--- src/rtl/alu_seq_mul_if.sv ---
// ============================================================================
// Module      : alu_seq_mul_if
// Description : Request/result and external-ALU bus bundle for alu_seq_mul.
// Revision    : 1.0 - initial release
// ============================================================================
`default_nettype none

interface alu_seq_mul_if #(
    parameter int WIDTH = 16
);
    logic             start;
    logic [WIDTH-1:0] mulA;
    logic [WIDTH-1:0] mulB;
    logic             busy;
    logic             done;
    logic [WIDTH-1:0] prod;
    logic             ovf;
    logic             prodZer;
    logic             prodNeg;
    logic [2:0]       aluOpc;
    logic [WIDTH-1:0] aluA;
    logic [WIDTH-1:0] aluB;
    logic             aluC;
    logic [WIDTH-1:0] aluW;
    logic             aluZer;
    logic             aluNeg;

    // The multiplier sits on the slave side; the master issues jobs and hosts the ALU.
    modport slave (
        input  start, mulA, mulB, aluW, aluZer, aluNeg,
        output busy, done, prod, ovf, prodZer, prodNeg, aluOpc, aluA, aluB, aluC
    );

    modport master (
        output start, mulA, mulB, aluW, aluZer, aluNeg,
        input  busy, done, prod, ovf, prodZer, prodNeg, aluOpc, aluA, aluB, aluC
    );
endinterface

`default_nettype wire

--- src/rtl/alu_seq_mul.sv ---
// ============================================================================
// Module      : alu_seq_mul
// Description : Sequential signed multiplier using an external ALU as datapath.
// Revision    : 1.0 - initial release
// ============================================================================
`default_nettype none

module alu_seq_mul #(
    parameter int WIDTH = 16
) (
    input  logic         clk,
    input  logic         rst,
    alu_seq_mul_if.slave bus
);
    localparam int CW = $clog2(WIDTH);

    localparam logic [3:0] C_IDLE = 4'd0;
    localparam logic [3:0] C_NEGA = 4'd1;
    localparam logic [3:0] C_INCA = 4'd2;
    localparam logic [3:0] C_NEGB = 4'd3;
    localparam logic [3:0] C_INCB = 4'd4;
    localparam logic [3:0] C_LOOP = 4'd5;
    localparam logic [3:0] C_FIXN = 4'd6;
    localparam logic [3:0] C_FIXI = 4'd7;
    localparam logic [3:0] C_DONE = 4'd8;

    localparam logic [2:0] C_OP_ADD  = 3'b000;
    localparam logic [2:0] C_OP_INC  = 3'b001;
    localparam logic [2:0] C_OP_NOT  = 3'b110;
    localparam logic [2:0] C_OP_ZERO = 3'b111;

    localparam logic [CW-1:0]    C_LAST = CW'(WIDTH - 1);
    localparam logic [WIDTH-1:0] C_MIN  = {1'b1, {(WIDTH-1){1'b0}}};

    logic [3:0]       state_q, state_d;
    logic [WIDTH-1:0] a_q, a_d, b_q, b_d, acc_q, acc_d, prod_q, prod_d;
    logic [CW-1:0]    cnt_q, cnt_d;
    logic             sgn_q, sgn_d;
    logic             mag_ovf_q, mag_ovf_d;
    logic             a_lost_q, a_lost_d;
    logic             fix_ovf_q, fix_ovf_d;
    logic             ovf_q, ovf_d, zer_q, zer_d, neg_q, neg_d;

    logic [2:0]       w_opc;
    logic [WIDTH-1:0] w_a, w_b;
    logic             w_mag_ovf, w_ovf;

    always_comb begin
        state_d   = state_q;
        a_d       = a_q;
        b_d       = b_q;
        acc_d     = acc_q;
        cnt_d     = cnt_q;
        sgn_d     = sgn_q;
        mag_ovf_d = mag_ovf_q;
        a_lost_d  = a_lost_q;
        fix_ovf_d = fix_ovf_q;
        prod_d    = prod_q;
        ovf_d     = ovf_q;
        zer_d     = zer_q;
        neg_d     = neg_q;
        w_opc     = C_OP_ZERO;
        w_a       = '0;
        w_b       = '0;
        w_mag_ovf = 1'b0;
        w_ovf     = 1'b0;
        case (state_q)
            C_IDLE: begin
                if (bus.start) begin
                    a_d       = bus.mulA;
                    b_d       = bus.mulB;
                    acc_d     = '0;
                    cnt_d     = '0;
                    sgn_d     = bus.mulA[WIDTH-1] ^ bus.mulB[WIDTH-1];
                    mag_ovf_d = 1'b0;
                    a_lost_d  = 1'b0;
                    fix_ovf_d = 1'b0;
                    if (bus.mulA[WIDTH-1])      state_d = C_NEGA;
                    else if (bus.mulB[WIDTH-1]) state_d = C_NEGB;
                    else                        state_d = C_LOOP;
                end
            end
            C_NEGA: begin
                w_opc   = C_OP_NOT;
                w_a     = a_q;
                a_d     = bus.aluW;
                state_d = C_INCA;
            end
            C_INCA: begin
                w_opc   = C_OP_INC;
                w_a     = a_q;
                a_d     = bus.aluW;
                // b still holds the raw multiplier here, so its MSB is the sign of mulB
                state_d = b_q[WIDTH-1] ? C_NEGB : C_LOOP;
            end
            C_NEGB: begin
                w_opc   = C_OP_NOT;
                w_a     = b_q;
                b_d     = bus.aluW;
                state_d = C_INCB;
            end
            C_INCB: begin
                w_opc   = C_OP_INC;
                w_a     = b_q;
                b_d     = bus.aluW;
                state_d = C_LOOP;
            end
            C_LOOP: begin
                w_opc     = C_OP_ADD;
                w_a       = acc_q;
                w_b       = b_q[0] ? a_q : '0;
                acc_d     = bus.aluW;
                a_d       = a_q << 1;
                b_d       = b_q >> 1;
                cnt_d     = cnt_q + 1'b1;
                // Adding a shifted-out multiplicand bit or wrapping the sum both lose magnitude
                w_mag_ovf = mag_ovf_q | (b_q[0] & (a_lost_q | (bus.aluW < acc_q)));
                mag_ovf_d = w_mag_ovf;
                if (a_q[WIDTH-1]) a_lost_d = 1'b1;
                w_ovf     = w_mag_ovf | (bus.aluW[WIDTH-1] & ~(sgn_q & (bus.aluW == C_MIN)));
                if (cnt_q == C_LAST) begin
                    if (sgn_q) begin
                        fix_ovf_d = w_ovf;
                        state_d   = C_FIXN;
                    end else begin
                        prod_d  = bus.aluW;
                        ovf_d   = w_ovf;
                        zer_d   = bus.aluZer;
                        neg_d   = bus.aluNeg;
                        state_d = C_DONE;
                    end
                end
            end
            C_FIXN: begin
                w_opc   = C_OP_NOT;
                w_a     = acc_q;
                acc_d   = bus.aluW;
                state_d = C_FIXI;
            end
            C_FIXI: begin
                w_opc   = C_OP_INC;
                w_a     = acc_q;
                acc_d   = bus.aluW;
                prod_d  = bus.aluW;
                ovf_d   = fix_ovf_q;
                zer_d   = bus.aluZer;
                neg_d   = bus.aluNeg;
                state_d = C_DONE;
            end
            C_DONE:  state_d = C_IDLE;
            default: state_d = C_IDLE;
        endcase
    end

    always_ff @(posedge clk) begin
        if (rst) begin
            state_q   <= C_IDLE;
            a_q       <= '0;
            b_q       <= '0;
            acc_q     <= '0;
            cnt_q     <= '0;
            sgn_q     <= 1'b0;
            mag_ovf_q <= 1'b0;
            a_lost_q  <= 1'b0;
            fix_ovf_q <= 1'b0;
            prod_q    <= '0;
            ovf_q     <= 1'b0;
            zer_q     <= 1'b0;
            neg_q     <= 1'b0;
        end else begin
            state_q   <= state_d;
            a_q       <= a_d;
            b_q       <= b_d;
            acc_q     <= acc_d;
            cnt_q     <= cnt_d;
            sgn_q     <= sgn_d;
            mag_ovf_q <= mag_ovf_d;
            a_lost_q  <= a_lost_d;
            fix_ovf_q <= fix_ovf_d;
            prod_q    <= prod_d;
            ovf_q     <= ovf_d;
            zer_q     <= zer_d;
            neg_q     <= neg_d;
        end
    end

    assign bus.busy    = (state_q != C_IDLE);
    assign bus.done    = (state_q == C_DONE);
    assign bus.prod    = prod_q;
    assign bus.ovf     = ovf_q;
    assign bus.prodZer = zer_q;
    assign bus.prodNeg = neg_q;
    assign bus.aluOpc  = w_opc;
    assign bus.aluA    = w_a;
    assign bus.aluB    = w_b;
    assign bus.aluC    = 1'b0;
endmodule

`default_nettype wire

--- src/flat_wrapper.sv ---
// flat-port wrapper written by rule: the top's interface ports become plain ports
module alu_seq_mul_flat 
#(
    parameter int WIDTH = 16
)
  (clk, rst, bus_start, bus_mulA, bus_mulB, bus_aluW, bus_aluZer, bus_aluNeg, bus_busy, bus_done, bus_prod, bus_ovf, bus_prodZer, bus_prodNeg, bus_aluOpc, bus_aluA, bus_aluB, bus_aluC);
  alu_seq_mul_if #(.WIDTH(WIDTH)) bus_i ();
  input  logic clk;
  input  logic rst;
  input wire logic [$bits(bus_i.start)-1:0] bus_start;
  input wire logic [$bits(bus_i.mulA)-1:0] bus_mulA;
  input wire logic [$bits(bus_i.mulB)-1:0] bus_mulB;
  input wire logic [$bits(bus_i.aluW)-1:0] bus_aluW;
  input wire logic [$bits(bus_i.aluZer)-1:0] bus_aluZer;
  input wire logic [$bits(bus_i.aluNeg)-1:0] bus_aluNeg;
  output wire logic [$bits(bus_i.busy)-1:0] bus_busy;
  output wire logic [$bits(bus_i.done)-1:0] bus_done;
  output wire logic [$bits(bus_i.prod)-1:0] bus_prod;
  output wire logic [$bits(bus_i.ovf)-1:0] bus_ovf;
  output wire logic [$bits(bus_i.prodZer)-1:0] bus_prodZer;
  output wire logic [$bits(bus_i.prodNeg)-1:0] bus_prodNeg;
  output wire logic [$bits(bus_i.aluOpc)-1:0] bus_aluOpc;
  output wire logic [$bits(bus_i.aluA)-1:0] bus_aluA;
  output wire logic [$bits(bus_i.aluB)-1:0] bus_aluB;
  output wire logic [$bits(bus_i.aluC)-1:0] bus_aluC;
  assign bus_i.start = bus_start;
  assign bus_i.mulA = bus_mulA;
  assign bus_i.mulB = bus_mulB;
  assign bus_i.aluW = bus_aluW;
  assign bus_i.aluZer = bus_aluZer;
  assign bus_i.aluNeg = bus_aluNeg;
  assign bus_busy = bus_i.busy;
  assign bus_done = bus_i.done;
  assign bus_prod = bus_i.prod;
  assign bus_ovf = bus_i.ovf;
  assign bus_prodZer = bus_i.prodZer;
  assign bus_prodNeg = bus_i.prodNeg;
  assign bus_aluOpc = bus_i.aluOpc;
  assign bus_aluA = bus_i.aluA;
  assign bus_aluB = bus_i.aluB;
  assign bus_aluC = bus_i.aluC;
  alu_seq_mul #(.WIDTH(WIDTH)) u_core (.clk(clk), .rst(rst), .bus(bus_i));
endmodule
--- config.mk ---
export PLATFORM = sky130hd
export DESIGN_NAME = alu_seq_mul_flat
export DESIGN_NICKNAME = d
export VERILOG_FILES = /design/src/rtl/alu_seq_mul_if.sv /design/src/rtl/alu_seq_mul.sv /design/src/flat_wrapper.sv
export SDC_FILE = /design/constraint.sdc
export NUM_CORES = 1
export LEC_CHECK = 0
export ABC_AREA = 1
export CORE_UTILIZATION = 44
export CTS_BUF_LIST = sky130_fd_sc_hd__clkbuf_8 sky130_fd_sc_hd__clkbuf_16
export DETAILED_ROUTE_END_ITERATION = 7
export PLACE_DENSITY = 0.77
export SLEW_MARGIN = 0
export SYNTH_ARGS = -nofsm -noshare
export SYNTH_HDL_FRONTEND = slang
export SYNTH_SLANG_ARGS = --single-unit
--- constraint.sdc ---
create_clock -name clk -period 1.8 [get_ports clk]
set_input_delay 0.54 -clock clk [delete_from_list [all_inputs] [get_ports clk]]
set_output_delay 0.54 -clock clk [all_outputs]
set_load 0.005 [all_outputs]
# Yosys cells after proc, flatten, opt, wreduce, memory -nomap -nowiden
# Index checks and enable logic that the tools add are counted.
totals:
  register_bits: 79
  in_bits: 53
  output_inout_bits: 57
  wordCells: 97
op_classes:
  add_sub_neg: 1
  n_lt_le_gt_ge: 1
  eq_ne: 15
  muxes: 38
  bitwise: 8
  n_reduce_logical: 21
op_table:
  columns: ["op", "count"]
  rows:
  - ["16-bit one-hot mux with 3 select lines", 3]
  - ["16-bit two-way mux", 7]
  - ["16-bit one-hot mux with 2 select lines", 2]
  - ["4-bit one-hot mux with 8 select lines", 1]
  - ["4-bit two-way mux", 5]
  - ["16-bit equality test, second input constant", 1]
  - ["4-bit by 3-bit equality test with 1-bit output, second input constant", 4]
  - ["16-bit less-than comparator", 1]
  - ["1-bit one-hot mux with 2 select lines", 6]
  - ["2-bit AND reduction", 6]
  - ["1-bit two-way mux", 10]
  - ["3-bit one-hot mux with 3 select lines", 1]
  - ["3-bit OR reduction", 3]
  - ["4-bit by 2-bit equality test with 1-bit output, second input constant", 2]
  - ["4-bit equality test, second input constant", 2]
  - ["4-bit one-hot mux with 2 select lines", 1]
  - ["3-bit two-way mux", 2]
  - ["2-bit by 1-bit != test with 1-bit output, second input constant", 3]
  - ["3-bit AND reduction", 2]
  - ["2-bit nonzero test", 3]
  - ["3-bit nonzero test", 2]
  - ["4-bit by 1-bit adder with 4-bit output, second input constant", 1]
  - ["4-bit by 1-bit equality test with 1-bit output, second input constant", 1]
  - ["4-bit logical NOT", 1]
  - ["other kinds (8)", 14]

# Logic depth before layout (Yosys ltp)
depth:
  ltp_word: 8
  depth_mapped: 15
  mapped_depth_nobuf: 15

# Worst setup path before layout
# No wires, ideal clock.
synth_path:
  kind: "register -> output"
  startpoint: "reg u_core.state_q[2]"
  endpoint: "out bus_aluA[15]"
  t_arrival_ns: 1.383
  t_required_ns: 1.260
  path_slack_ns: -0.123
  stages_incl_launch_ff: 8
  n_path_buf: 1
  path_cell_list: "dfxtp_1 -> inv_1 -> nor2_2 -> inv_1 -> nor2_2 -> clkinv_1 -> clkbuf_1 -> o221ai_1"
synth_via:
  elab_chain_cells: 3
  word_cells_on_any_way: 11
  cone_classes: "7 x eq/ne; 1 x mux; 3 x reduce/logical"
synth_lines:
  columns: ["item", "line", "text"]
  rows:
  - ["from (decl)", "alu_seq_mul.sv:35", "logic [3:0] state_q, state_d;"]
  - ["from (signal assigned)", "alu_seq_mul.sv:171", "state_q <= state_d;"]
  - ["4-bit by 3-bit equality test with 1-bit output (tied with other cells)", "alu_seq_mul.sv:67", "case (state_q)"]
  - ["3-bit OR reduction (no line) / 2-bit OR reduction (equally long branches)", null, null]
  - ["16-bit one-hot mux with 3 select lines *", "alu_seq_mul.sv:67", null]
  - ["to (decl)", "flat_wrapper.sv:23", "output wire logic [$bits(bus_i.aluA)-1:0] bus_aluA;"]
# Every way passes the cells marked *; elsewhere a longest branch is shown, timed or not.

# Final worst setup path
layout_path:
  startpoint: "reg u_core.state_q[1]"
  endpoint: "out bus_aluA[5]"
# The elaborated chain is that of the path after synthesis.

==> metrics.yaml <==
clock_tree:
  cts_buffer_depth: 2
  cts_root_buf: "clkbuf_8"
  cts_tree: "done"
  numCtsBuffers: 9
  clock_latency_ns: 0.37
  cts.htree.levels: 3
  clk_pin_slew_ns: 0.09
  cts_sinks: 79
hold_path:
  min_path_type: "reg -> reg"
  min_from: "u_core.acc_q[14]$_SDFFE_PP0P_"
  hold_depth: 2
  min_to: "u_core.acc_q[14]$_SDFFE_PP0P_"
synthesis:
  synth_mux_area_share_pct: 0
  synthAdderAreaFrac_pct: 5.30
  yosysWarnings: 0
  synth_edf_count: 0
  yosysUniqueCellTypes: 33
  synth_top_family_by_area: "compound AO/OA/AOI/OAI gates"
  syn_inst: 595
  ys_seq_area_share_pct: 37.2
  synth_xor_area_share_pct: 0.412
  syn_avg_cell_area_um2: 7.14
  synth-seq-cells: 79
  synth_flop_cell: "dfxtp_1"
  async_flop_share_pct: 0
  synth_compound_area_share_pct: 28.2
  synthSimpleGateAreaFrac_pct: 17.9
  syn_area_um2: 4250
  synth.net_count: 666
placement:
  dpl.hpwl_um: 12000
  gp_congestion: 0.929
  placed_area_um2: 6050
  port_buffers: 108
drt:
  first_pass_iters: 6
  postRouteAntennaNets: 0
  vias_per_cell: 6.60
  wl_met3_um: 3570
  routed-via-count: 6312
  post_drt_wl_per_cell_um: 26.5
  drc_errors: 0
  wl_met2_um: 11100
  met1_length_um: 8100
  top_layer: "met5"
  postRouteWirelength_um: 25300
  drtIter0Drc: 788
power_and_ir_drop:
  p_leak_uw: 0.00343
  ir_drop_uv: 801
  powerDensity_nw_per_um2: 1790
floorplanning:
  io_pins: 110
  die_y_um: 100
  initial_core_util_pct: 45.8
  die_w_um: 100
  fp.dieArea_um2: 10100
  core_um2: 9280
  rows: 35
layout:
  fin_nets: 893
  area_growth_pct: 89.8
  n_antenna_cell: 0
  fin_area_um2: 8060
  register_area_um2: 1620
  fillerInstances: 415
  multiInputGateArea_um2: 3250
  drive_above_1_share_pct: 50.4
sta:
  setup_viol: 115
  max_slew_margin_pct: 60.8
  period_share_pct: 141
  rsz0062_at_grt: "yes"
  hold_violations: 0
  slew_viol_final: 0
  finClkSkew_ns: 0.0168
  fin_ws_ns: -0.730
  clock.fmax_mhz: 395
  worstMarginPinSlew_ns: 0.585
  hold_slack_ns: 0.514
  fin_crit_ns: 2.53
worst_setup_path:
  worst-r2r-cell-count: 15
  r2r-end: "u_core.bus.prod[2]$_SDFFE_PP0P_"
  rr_startpoint: "u_core.state_q[1]$_SDFFE_PP0P_"
  path_class: "reg -> out"
  regToRegSetupSlack_ns: -0.39
  required_ns: 1.26
  endpoint_kind: "output port"
  crit_start: "u_core.state_q[1]$_SDFFE_PP0P_"
  crit_path_max_fanout: 8
  cp.arrival_ns: 1.99
  critPathLaunchType: "register"
global_routing:
  grt_max_degree: 28
  overflow: 0
  grt_pass1_vias: 5879
  grt_antenna_before_repair: 0
  grt.total_usage_pct: 40.4
  grt_pass1_wl_um: 30700
run_status:
  status: "finished with violations"
  violations: "negative setup slack"
job:
  maxCapViolCount: 0
-- Yosys cell counts (15+ instances only) --
| cell type | instances | share of area (%) |
|---|---|---|
| nand2_1 | 70 | 6.2 |
| inv_1 | 62 | 5.5 |
| a221oi_1 | 15 | 3.1 |
| dfxtp_1 | 79 | 37 |
| nor2_1 | 47 | 4.2 |
| o21ai_0 | 64 | 7.5 |
| nor3_1 | 15 | 1.8 |
| a22oi_1 | 18 | 3.2 |
| clkbuf_1 | 20 | 1.8 |
| nand3_1 | 22 | 2.6 |
| a21oi_1 | 86 | 10 |
| ha_1 | 18 | 5.3 |
-- report_power, final --
group	switching (µW)	leakage, µW	total, µW	internal, µW
sequential	661	0.000657	2920	2250
clock	734	0.000122	1650	915
combinational	5460	0.00265	9870	4410
-- critical path: stages (launching register included) --
cell and delay [ns]:
dfxtp_4 0.38, nor2_4 0.15, buf_6 0.12, nor2_4 0.04, buf_12 0.14, buf_6 0.12
a22oi_2 0.35, o21ai_1 0.16, buf_2 0.17
-- metrics by stage --
step                power (µW)  instances  util (%)  TNS (ns)  setup WS [ns]
floorplan                 5270        595         -   -0.0103        -0.0103
global placement          7740        881      65.2    -26.78         -0.571
detailed placement        7860        881      65.2    -27.22         -0.633
CTS                      11800        938      78.6    -19.56         -0.608
global route             14800        956      86.9    -36.94         -0.781
finish                   14400        956      86.9    -31.26         -0.730
-- kinds of logic (layout without fill, tap and decap cells) --
family / Yosys count / count (layout)
other: 1 / 1
adders and majority gates: 18 / 18
AOI/OAI and AO/OA: 211 / 211
buffers and inverters: 110 / 342
and+or+nand+nor: 174 / 174
xor gates and xnor gates: 2 / 2
DFF: 79 / 79
-- timing repair --
item	CTS	global route
gates cloned	7	5
buffers inserted	34	22
setup endpoints to repair	95	103
hold buffers	0	0
gates resized for setup	378	177
pin swaps	58	36
-- cells in the final DEF, fill, tap and decap left out, types with 34 or more instances in the layout --
cell             count
inv_1               55
clkdlybuf4s50_1     54
dfxtp_1             60
a21oi_1             52
buf_6               44
o21ai_2             42
buf_2               36
buf_4               77
nor2_1              34
nand2_1             53
-- area by class of cell --
type	count	area share [%]
Clock buffer	9	1.54
Clock inverter	7	1.41
Inverter	72	4.17
Multi-Input combinational cell	406	40.4
Sequential cell	79	20.1
Tap cell	129	2.00
Timing Repair Buffer	253	30.3
Timing Repair inverter	1	0.140
-- per-layer routing --
metal / vias up / track usage, %
met2: 683 / 65.9
li1: 2519 / -
met4: 2 / 30.1
met5: - / 0
met3: 244 / 7.24
met1: 2864 / 47.3
-- worst max path at each step --
stage                              end  slack [ns]  cells past startpoint
after floorplan           bus_aluA[15]       -0.01                     10
after global placement     bus_aluA[2]       -0.57                     10
after detailed placement   bus_aluA[2]       -0.63                     10
after CTS                 bus_aluA[10]       -0.61                     11
after global routing       bus_aluA[5]       -0.78                      8
final                      bus_aluA[5]       -0.73                      8
-- sequential cells by signal (all words and copies together), names as in the netlist --
| register | count |
|---|---|
| u_core.mag_ovf_q | 1 |
| u_core.bus.prodZer | 1 |
| u_core.fix_ovf_q | 1 |
| u_core.sgn_q | 1 |
| u_core.cnt_q | 4 |
| u_core.a_q | 16 |
| u_core.state_q | 4 |
| u_core.b_q | 16 |
| u_core.bus.prod | 16 |
| u_core.acc_q | 16 |
| u_core.a_lost_q | 1 |
| u_core.bus.ovf | 1 |
| u_core.bus.prodNeg | 1 |
Note: power is estimated with default switching activity, not from simulation.
